--- config.mk ---
export PLATFORM = sky130hd
export DESIGN_NAME = tamsayi_fp_cevirici_flat
export DESIGN_NICKNAME = d
export VERILOG_FILES = /design/src/rtl/tamsayi_fp_cevirici_pkg.sv /design/src/rtl/tamsayi_fp_cevirici_if.sv /design/src/rtl/tamsayi_fp_cevirici_oncu_sifir_sayaci.sv /design/src/rtl/tamsayi_fp_cevirici.sv /design/src/flat_wrapper.sv
export SDC_FILE = /design/constraint.sdc
export NUM_CORES = 1
export LEC_CHECK = 0
export BUFFER_PORTS_ARGS = -buffer_cell sky130_fd_sc_hd__buf_2
export CORE_ASPECT_RATIO = 1.1
export CORE_MARGIN = 3
export CORE_UTILIZATION = 30
export CTS_CLUSTER_DIAMETER = 150
export CTS_CLUSTER_SIZE = 40
export DETAILED_ROUTE_END_ITERATION = 8
export GPL_ROUTABILITY_DRIVEN = 0
export PLACE_DENSITY = 0.47
export SETUP_SLACK_MARGIN = 0.15
export SLEW_MARGIN = 20
export SYNTH_ARGS = -nofsm -noshare
export SYNTH_HDL_FRONTEND = slang
export SYNTH_HIERARCHICAL = 1
export SYNTH_SLANG_ARGS = --single-unit
--- constraint.sdc ---
create_clock -name clk_i -period 4.12 [get_ports clk_i]
set_clock_uncertainty 0.1 [all_clocks]
set_input_delay 0.824 -clock clk_i [delete_from_list [all_inputs] [get_ports clk_i]]
set_output_delay 0.824 -clock clk_i [all_outputs]
set_load 0.005 [all_outputs]
--- src/rtl/tamsayi_fp_cevirici_pkg.sv ---
// Shared definitions for the integer/float blocks: FSM state encoding, exponent bias helper and
// the standard IEEE-754 format widths.
package tamsayi_fp_cevirici_pkg;

   localparam logic [2:0] BOS     = 3'd0;
   localparam logic [2:0] MUTLAK  = 3'd1;
   localparam logic [2:0] NORM    = 3'd2;
   localparam logic [2:0] YUVARLA = 3'd3;
   localparam logic [2:0] BITTI   = 3'd4;

   localparam int unsigned FP16_B = 16;
   localparam int unsigned FP16_E = 5;
   localparam int unsigned FP16_M = 10;
   localparam int unsigned FP32_B = 32;
   localparam int unsigned FP32_E = 8;
   localparam int unsigned FP32_M = 23;
   localparam int unsigned FP64_B = 64;
   localparam int unsigned FP64_E = 11;
   localparam int unsigned FP64_M = 52;

   function automatic int unsigned bias(input int unsigned ew);
      return (1 << (ew - 1)) - 1;
   endfunction

endpackage

--- src/rtl/tamsayi_fp_cevirici_if.sv ---
// Request/response bundle of the integer-to-float converter.
interface tamsayi_fp_cevirici_if
   import tamsayi_fp_cevirici_pkg::*;
#(
   parameter int unsigned IW = 32,
   parameter int unsigned b  = FP32_B
);
   logic          start_i;
   logic          isaretli_i;
   logic [IW-1:0] tamsayi_i;
   logic          ready_o;
   logic          valid_o;
   logic [b-1:0]  sonuc_o;

   modport master (
      output start_i, isaretli_i, tamsayi_i,
      input  ready_o, valid_o, sonuc_o
   );

   modport slave (
      input  start_i, isaretli_i, tamsayi_i,
      output ready_o, valid_o, sonuc_o
   );
endinterface

--- src/rtl/tamsayi_fp_cevirici_oncu_sifir_sayaci.sv ---
// Combinational IW-bit leading-zero counter, used by the FAST_NORM_EN build.
// An all-zero input reports IW-1.
module oncu_sifir_sayaci #(
   parameter int unsigned IW = 32
) (
   input  logic [IW-1:0]         i_veri,
   output logic [$clog2(IW)-1:0] o_sayi
);
   localparam int unsigned LW = $clog2(IW);

   // Scanning upward lets the highest set bit win.
   always_comb begin
      o_sayi = LW'(IW - 1);
      for (int i = 0; i < IW; i++) begin
         if (i_veri[i]) o_sayi = LW'(IW - 1 - i);
      end
   end
endmodule

--- src/rtl/tamsayi_fp_cevirici.sv ---
// Multi-cycle integer to IEEE-754 converter with round-to-nearest-even.
// Define FAST_NORM_EN for single-cycle normalisation; otherwise NORM shifts one bit per cycle.
module tamsayi_fp_cevirici
   import tamsayi_fp_cevirici_pkg::*;
#(
   parameter int unsigned b  = FP32_B,
   parameter int unsigned e  = FP32_E,
   parameter int unsigned m  = FP32_M,
   parameter int unsigned IW = 32
) (
   input logic                  clk_i,
   input logic                  rst_i,
   input logic                  en_i,
   tamsayi_fp_cevirici_if.slave arayuz
);
   localparam logic [e-1:0] EXP_BAS = e'(bias(e) + IW - 1);
   localparam int unsigned  GW      = IW - 1 + m + 2;

   logic [2:0]    r_durum, w_durum;
   logic [IW-1:0] r_tamsayi, w_tamsayi;
   logic          r_isaretli, w_isaretli;
   logic          r_isaret, w_isaret;
   logic [IW-1:0] r_mag, w_mag;
   logic [e-1:0]  r_exp, w_exp;
   logic [b-1:0]  r_sonuc, w_sonuc;
   logic          r_valid;

   logic          w_negatif;
   logic [IW-1:0] w_mutlak;
   logic [GW-1:0] w_genis;
   logic [m-1:0]  w_frac, w_frac_yuv;
   logic          w_g, w_s, w_yukari, w_tasma;
   logic [e-1:0]  w_exp_yuv;

   assign w_negatif = r_isaretli & r_tamsayi[IW-1];
   assign w_mutlak  = w_negatif ? (~r_tamsayi + IW'(1)) : r_tamsayi;

   // Fraction sits just below the hidden one; padding covers IW-1 < m and leaves room for G.
   assign w_genis   = {r_mag[IW-2:0], {(m + 2){1'b0}}};
   assign w_frac    = w_genis[GW-1 -: m];
   assign w_g       = w_genis[GW-1-m];
   assign w_s       = |w_genis[GW-2-m:0];
   assign w_yukari  = w_g & (w_s | w_frac[0]);
   assign {w_tasma, w_frac_yuv} = {1'b0, w_frac} + {{m{1'b0}}, w_yukari};
   assign w_exp_yuv = r_exp + {{(e - 1){1'b0}}, w_tasma};

`ifdef FAST_NORM_EN
   logic [$clog2(IW)-1:0] w_lzc;

   oncu_sifir_sayaci #(
      .IW (IW)
   ) u_oncu_sifir_sayaci (
      .i_veri (r_mag),
      .o_sayi (w_lzc)
   );
`endif

   always_comb begin
      w_durum    = r_durum;
      w_tamsayi  = r_tamsayi;
      w_isaretli = r_isaretli;
      w_isaret   = r_isaret;
      w_mag      = r_mag;
      w_exp      = r_exp;
      w_sonuc    = r_sonuc;
      case (r_durum)
         BOS: begin
            if (arayuz.start_i) begin
               w_tamsayi  = arayuz.tamsayi_i;
               w_isaretli = arayuz.isaretli_i;
               w_durum    = MUTLAK;
            end
         end
         MUTLAK: begin
            w_isaret = w_negatif;
            w_mag    = w_mutlak;
            w_exp    = EXP_BAS;
            if (w_mutlak == '0) begin
               w_sonuc = '0;
               w_durum = BITTI;
            end else begin
               w_durum = NORM;
            end
         end
         NORM: begin
`ifdef FAST_NORM_EN
            w_mag   = r_mag << w_lzc;
            w_exp   = r_exp - e'(w_lzc);
            w_durum = YUVARLA;
`else
            if (!r_mag[IW-1]) begin
               w_mag = r_mag << 1;
               w_exp = r_exp - e'(1);
            end else begin
               w_durum = YUVARLA;
            end
`endif
         end
         YUVARLA: begin
            w_sonuc = {r_isaret, w_exp_yuv, w_frac_yuv};
            w_durum = BITTI;
         end
         BITTI:   w_durum = BOS;
         default: w_durum = BOS;
      endcase
   end

   always_ff @(posedge clk_i) begin
      if (rst_i) begin
         r_durum    <= BOS;
         r_tamsayi  <= '0;
         r_isaretli <= 1'b0;
         r_isaret   <= 1'b0;
         r_mag      <= '0;
         r_exp      <= '0;
         r_sonuc    <= '0;
         r_valid    <= 1'b0;
      end else if (en_i) begin
         r_durum    <= w_durum;
         r_tamsayi  <= w_tamsayi;
         r_isaretli <= w_isaretli;
         r_isaret   <= w_isaret;
         r_mag      <= w_mag;
         r_exp      <= w_exp;
         r_sonuc    <= w_sonuc;
         // Pulse rises on the edge that leaves BITTI and holds while en_i is low.
         r_valid    <= (r_durum == BITTI);
      end
   end

   assign arayuz.ready_o = (r_durum == BOS);
   assign arayuz.valid_o = r_valid;
   assign arayuz.sonuc_o = r_sonuc;
endmodule
--- src/flat_wrapper.sv ---
// flat-port wrapper written by rule: the top's interface ports become plain ports
module tamsayi_fp_cevirici_flat import tamsayi_fp_cevirici_pkg::*;
#(
   parameter int unsigned b  = FP32_B,
   parameter int unsigned e  = FP32_E,
   parameter int unsigned m  = FP32_M,
   parameter int unsigned IW = 32
)
  (clk_i, rst_i, en_i, arayuz_start_i, arayuz_isaretli_i, arayuz_tamsayi_i, arayuz_ready_o, arayuz_valid_o, arayuz_sonuc_o);
  tamsayi_fp_cevirici_if #(.IW(IW), .b(b)) arayuz_i ();
  input logic clk_i;
  input logic rst_i;
  input logic en_i;
  input wire logic [$bits(arayuz_i.start_i)-1:0] arayuz_start_i;
  input wire logic [$bits(arayuz_i.isaretli_i)-1:0] arayuz_isaretli_i;
  input wire logic [$bits(arayuz_i.tamsayi_i)-1:0] arayuz_tamsayi_i;
  output wire logic [$bits(arayuz_i.ready_o)-1:0] arayuz_ready_o;
  output wire logic [$bits(arayuz_i.valid_o)-1:0] arayuz_valid_o;
  output wire logic [$bits(arayuz_i.sonuc_o)-1:0] arayuz_sonuc_o;
  assign arayuz_i.start_i = arayuz_start_i;
  assign arayuz_i.isaretli_i = arayuz_isaretli_i;
  assign arayuz_i.tamsayi_i = arayuz_tamsayi_i;
  assign arayuz_ready_o = arayuz_i.ready_o;
  assign arayuz_valid_o = arayuz_i.valid_o;
  assign arayuz_sonuc_o = arayuz_i.sonuc_o;
  tamsayi_fp_cevirici #(.b(b), .e(e), .m(m), .IW(IW)) u_core (.clk_i(clk_i), .rst_i(rst_i), .en_i(en_i), .arayuz(arayuz_i));
endmodule
### Word level (Yosys, flattened, before mapping)

Index checks and enable logic that the tools add are counted.

| operators by class | value |
|---|---|
| add/subtract/negate cells | 4 |
| eq/ne operators | 8 |
| mux-type cells | 11 |
| bitwise operators | 4 |
| reduce and logical (&&, ||, !) cells | 11 |

Operators with widths:

| operator | count |
|---|---|
| case mux 32 bit (2 select lines) | 2 |
| two-way mux 32 bit | 3 |
| adder 32 x 1 -> 32 bit, second input constant | 1 |
| logical NOT 32 bit | 1 |
| inverter 32 bit | 1 |
| adder 23 x 1 -> 24 bit | 1 |
| case mux 8 bit (2 select lines) | 1 |
| case mux 3 bit (4 select lines) | 1 |
| AND reduction 3 bit | 4 |
| two-way mux 3 bit | 3 |
| adder 8 x 1 -> 8 bit | 1 |
| two-way mux 8 bit | 1 |
| subtractor 8 x 1 -> 8 bit, second input constant | 1 |
| OR reduction 7 bit | 1 |
| == test 3 x 2 -> 1 bit, second input constant | 2 |
| != test 2 x 1 -> 1 bit, second input constant | 2 |
| != test 2 bit, second input constant | 2 |
| AND reduction 2 bit | 2 |
| nonzero test 2 bit | 2 |
| == test 3 x 1 -> 1 bit, second input constant | 1 |
| == test 3 bit, second input constant | 1 |
| logical NOT 3 bit | 1 |
| AND 1 bit | 2 |
| OR 1 bit | 1 |

| word-level totals | value |
|---|---|
| register bits | 110 |
| bits of input ports | 37 |
| output and inout bits | 34 |
| logic and storage cells | 47 |

### Longest topological paths before layout

| logic depth | value |
|---|---|
| depth in word-level cells | 6 |
| gate-level depth with buffers | 12 |
| depth with buffers taken out | 12 |

### Least setup slack after synthesis

OpenSTA, ideal clock, no wires.

| timing path | value |
|---|---|
| path kind | reg-to-reg |
| start | reg u_core.r_tamsayi[8] |
| end | reg u_core.r_sonuc[28], in the netlist u_core/arayuz.sonuc_o[28] |
| library setup time | 0.123 ns |
| arrival time | 3.272 ns |
| required time | 3.897 ns |
| setup slack | 0.624 ns |
| cell stages (with the launch flop) | 13 |
| path buffers | 4 |
| period minus slack after synthesis | 3.496 ns |
| path through | dfxtp_1 > buf_2 > or4_1 > buf_2 > or4_1 > buf_2 > nor4_4 > a21oi_1 > or3_1 > a211o_1 > nor4_4 > buf_6 > o211ai_2 |

| between the ends | value |
|---|---|
| word-level cells in the longest chain between the ends | 6 |

Ends and longest elaborated chain:

| element | line | RTL |
|---|---|---|
| start: declaration | tamsayi_fp_cevirici.sv:20 | `logic [IW-1:0] r_tamsayi, w_tamsayi;` |
| start signal: assignment | tamsayi_fp_cevirici.sv:120 | `r_tamsayi <= w_tamsayi;` |
| inverter 32 bit | tamsayi_fp_cevirici.sv:36 | `assign w_mutlak = w_negatif ? (~r_tamsayi + IW'(1)) : r_tamsayi;` |
| adder 32 x 1 -> 32 bit | tamsayi_fp_cevirici.sv:36 |  |
| two-way mux 32 bit (*) | tamsayi_fp_cevirici.sv:36 |  |
| logical NOT 32 bit (*) | tamsayi_fp_cevirici.sv:78 | `if (w_mutlak == '0) begin` |
| != test 2 x 1 -> 1 bit (no line) (*) | -- |  |
| AND reduction 3 bit (no line) (*) | -- |  |
| end signal: assignment | tamsayi_fp_cevirici.sv:125 | `r_sonuc <= w_sonuc;` |
| end: declaration | tamsayi_fp_cevirici.sv:25 | `logic [b-1:0] r_sonuc, w_sonuc;` |

Every way passes the cells marked *; elsewhere a longest branch is shown, timed or not.
A chain may end at the register's enable or synchronous reset.

### Worst setup path in the final report

| timing path | value |
|---|---|
| start | reg u_core.r_tamsayi[8] |
| end | reg u_core.r_durum[2] |

| between the ends | value |
|---|---|
| word-level cells in the longest chain between the ends | 6 |

Ends and longest elaborated chain:

| element | line | RTL |
|---|---|---|
| inverter 32 bit | tamsayi_fp_cevirici.sv:36 |  |
| adder 32 x 1 -> 32 bit | tamsayi_fp_cevirici.sv:36 |  |
| two-way mux 32 bit (*) | tamsayi_fp_cevirici.sv:36 |  |
| logical NOT 32 bit (*) | tamsayi_fp_cevirici.sv:78 |  |
| two-way mux 3 bit (*) | tamsayi_fp_cevirici.sv:78 |  |
| case mux 3 bit (4 select lines) (*) | tamsayi_fp_cevirici.sv:66 | `case (r_durum)` |
| end signal: assignment | tamsayi_fp_cevirici.sv:119 | `r_durum <= w_durum;` |
| end: declaration | tamsayi_fp_cevirici.sv:19 | `logic [2:0] r_durum, w_durum;` |

Marks and branches as above.

==> impl_metrics.toml <==
[clock_network]
clock-sinks = 110
h-tree-depth = 3
root_buffer = "clkbuf_16"
postCtsHoldBufs = 0
cts_tree = "built"
cts.repair.resized = 0
clk_pin_slew_ns = 0.07
cts_buffers = 9
postCtsSetupRepairBufs = 0
clk_latency_ns = 0.36
cts_buffer_depth = 2

[worst_setup_path]
arrival_ns = 3.85
crit_type = "register to register"
setup.worst_path.end_class = "register"
crit_required_ns = 4.32
start_kind = "register"
critical_path.max_fanout = 34

[synthesis]
synthCells = 819
synth_nets = 862
synth_edf_count = 0
synth_top_cell_area_share = 0.3485
synth_ff_type = "dfxtp_1"
synth_warnings = 6
ys_seq_elements = 110
syn_area_per_cell_um2 = 7.715
netlist-cell-type-count = 53
synth_seq_area_share = 0.3485
postSynth.asyncResetShare = 0
syn_area_um2 = 6319
synth_area_leaders = "dfxtp_1 35%, a21oi_1 7.2%, xnor2_1 5.8%, nand2_1 5.7%, o41ai_1 4.7%"
synth_top_area_cell = "dfxtp_1"

[power_and_ir_drop]
leakagePower_nw = 2.614
ir_drop_mv = 0.2260
powerDensity_nw_per_um2 = 369.8

[layout]
drive_above_1_share = 0.1323
area_growth_pct = 12.26
fillCellCount = 2235
fin_nets = 877
layout_common_cells = "110 x dfxtp_1, 96 x nand2_1, 91 x a21oi_1"
antenna_cells = 0
final_common_cell = "dfxtp_1"
layout.cells.non_filler = 1095

[sta]
fin_hold_ws_ns = 0.3677
period_minus_slack_ns = 3.653
min_period_over_period = 0.8867
slew_headroom = 0.2940
drv_slew = 0
fmax_ghz = 0.2737
hold_violations = 0
finalSetupViolations = 0
rsz0062_at_grt = "false"
tns_ns = 0
worst_pin_slew_ns = 1.054
fin_ws_ns = 0.4667

[route]
ant_nets = 0
viasPerCell = 5.226
drt-total-wl_um = 17410
drc = 0
dr.first_iter.drc_count = 286
wire_per_inst_um = 15.90
vias = 5722
dr.pass1.iters = 5

[placement]
dpl.cell_count = 1079
post-place-ws_ns = 0.4829
portBuffers = 70
dp_hpwl_um = 11890

[job]
drv_cap = 0

[floorplan]
die_x_um = 144.4
dieArea_um2 = 22840
io_pins = 71
row_count = 55
core_area_um2 = 20640
die_h_um = 158.2
initial_core_util = 0.3061

[worst_hold_path]
hold_path.class = "register to register"

[grt]
antenna_found_initial = 0
grt_pass1_vias = 5215
track_usage = 0.1533
grt_max_degree = 101
grt_overflow = 0
grt_pass1_wl_um = 28570

[run_status]
status = "completed"
power breakdown:
part	switching, mW	total, mW	internal (mW)	leakage [nW]
clock network	0.425	0.902	0.477	0.143
logic	0.286	0.489	0.203	1.58
registers	0.0902	1.23	1.14	0.896
critical path, cell delays in order, from the launching register on:
cell	delay [ns]
dfxtp_1	0.38
or4_1	0.65
or4_1	0.73
nor4_4	0.25
a21oi_1	0.10
or3_1	0.33
a211o_1	0.33
nor4_4	0.27
buf_12	0.25
o311a_1	0.18
sequential cells by signal (all words and copies together), names as in the netlist:
register	cells
u_core/r_durum	3
u_core/r_isaret	1
u_core/r_exp	8
u_core/arayuz.valid_o	1
u_core/r_tamsayi	32
u_core/arayuz.sonuc_o	32
u_core/r_isaretli	1
u_core/r_mag	32
synth_stat cells (3+ instances only):
cell type and count:
and3_1 13, nand3_1 24, o41ai_1 34, ha_1 6
inv_1 40, o31ai_1 4, dfxtp_1 110, nand4_1 7
nor2_1 58, nor2b_1 4, buf_1 4, nor4_1 13
or4_1 7, clkbuf_1 71, xnor2_1 42, or3_1 7
o21ai_0 11, nand2b_1 4, a32oi_1 28, xor2_1 23
buf_6 3, nand2_1 96, a311oi_1 3, a211oi_1 26
buf_2 3, a211o_1 5, mux2i_1 5, a21oi_1 91
a31oi_1 15, and2_1 4, nor3_1 26, nor3b_1 3
and4_1 3
worst paths after layout:
path	from	to	slack, ns	depth (start not counted)
max	u_core/r_tamsayi[8]	u_core/r_durum[2]	0.47	9
max reg2reg	u_core/r_tamsayi[8]	u_core/r_durum[2]	0.47	9
min reg2reg	u_core/arayuz.valid_o	u_core/arayuz.valid_o	0.37	2
min	u_core/arayuz.valid_o	u_core/arayuz.valid_o	0.37	2
metrics by stage:
| stage | cell area [µm²] | util | power, mW |
|---|---|---|---|
| global route | 7093 | 0.3436 | 2.776 |
| floorplan | 6319 | - | 1.591 |
| detailed placement | 6792 | 0.3290 | 1.751 |
| CTS | 7089 | 0.3434 | 2.660 |
| global placement | 6792 | 0.3290 | 1.749 |
| finish | 7093 | 0.3436 | 2.623 |
per-layer routing:
metal,global-route usage,routed length [µm],vias up
met5,0,0,-
li1,-,-,2986
met2,0.2269,7702,106
met1,0.2300,8895,2624
met4,0.03598,110,0
met3,0.02779,700,6
final cells by class:
class | count | area, µm² | area share
flip-flops and latches | 110 | 2202 | 0.3105
multi-input cells | 587 | 3637 | 0.5128
clock inverters | 6 | 68.82 | 0.009702
inverters | 41 | 153.9 | 0.02170
clock buffers | 10 | 229.0 | 0.03228
repair buffers | 85 | 481.7 | 0.06791
well taps | 256 | 320.3 | 0.04516
cells by family (layout without fill, tap and decap cells):
family	Yosys count	after routing	synth area share
AO/OA/AOI/OAI	231	231	0.2473
flip-flops	110	110	0.3485
adder cells (fa/ha/maj)	6	6	0.01188
AND/OR/NAND/NOR	278	278	0.2141
multiplexers	7	7	0.01149
XOR/XNOR	65	65	0.09010
buffers and inverters	122	142	0.07663
(Power assumes the default switching activity.)
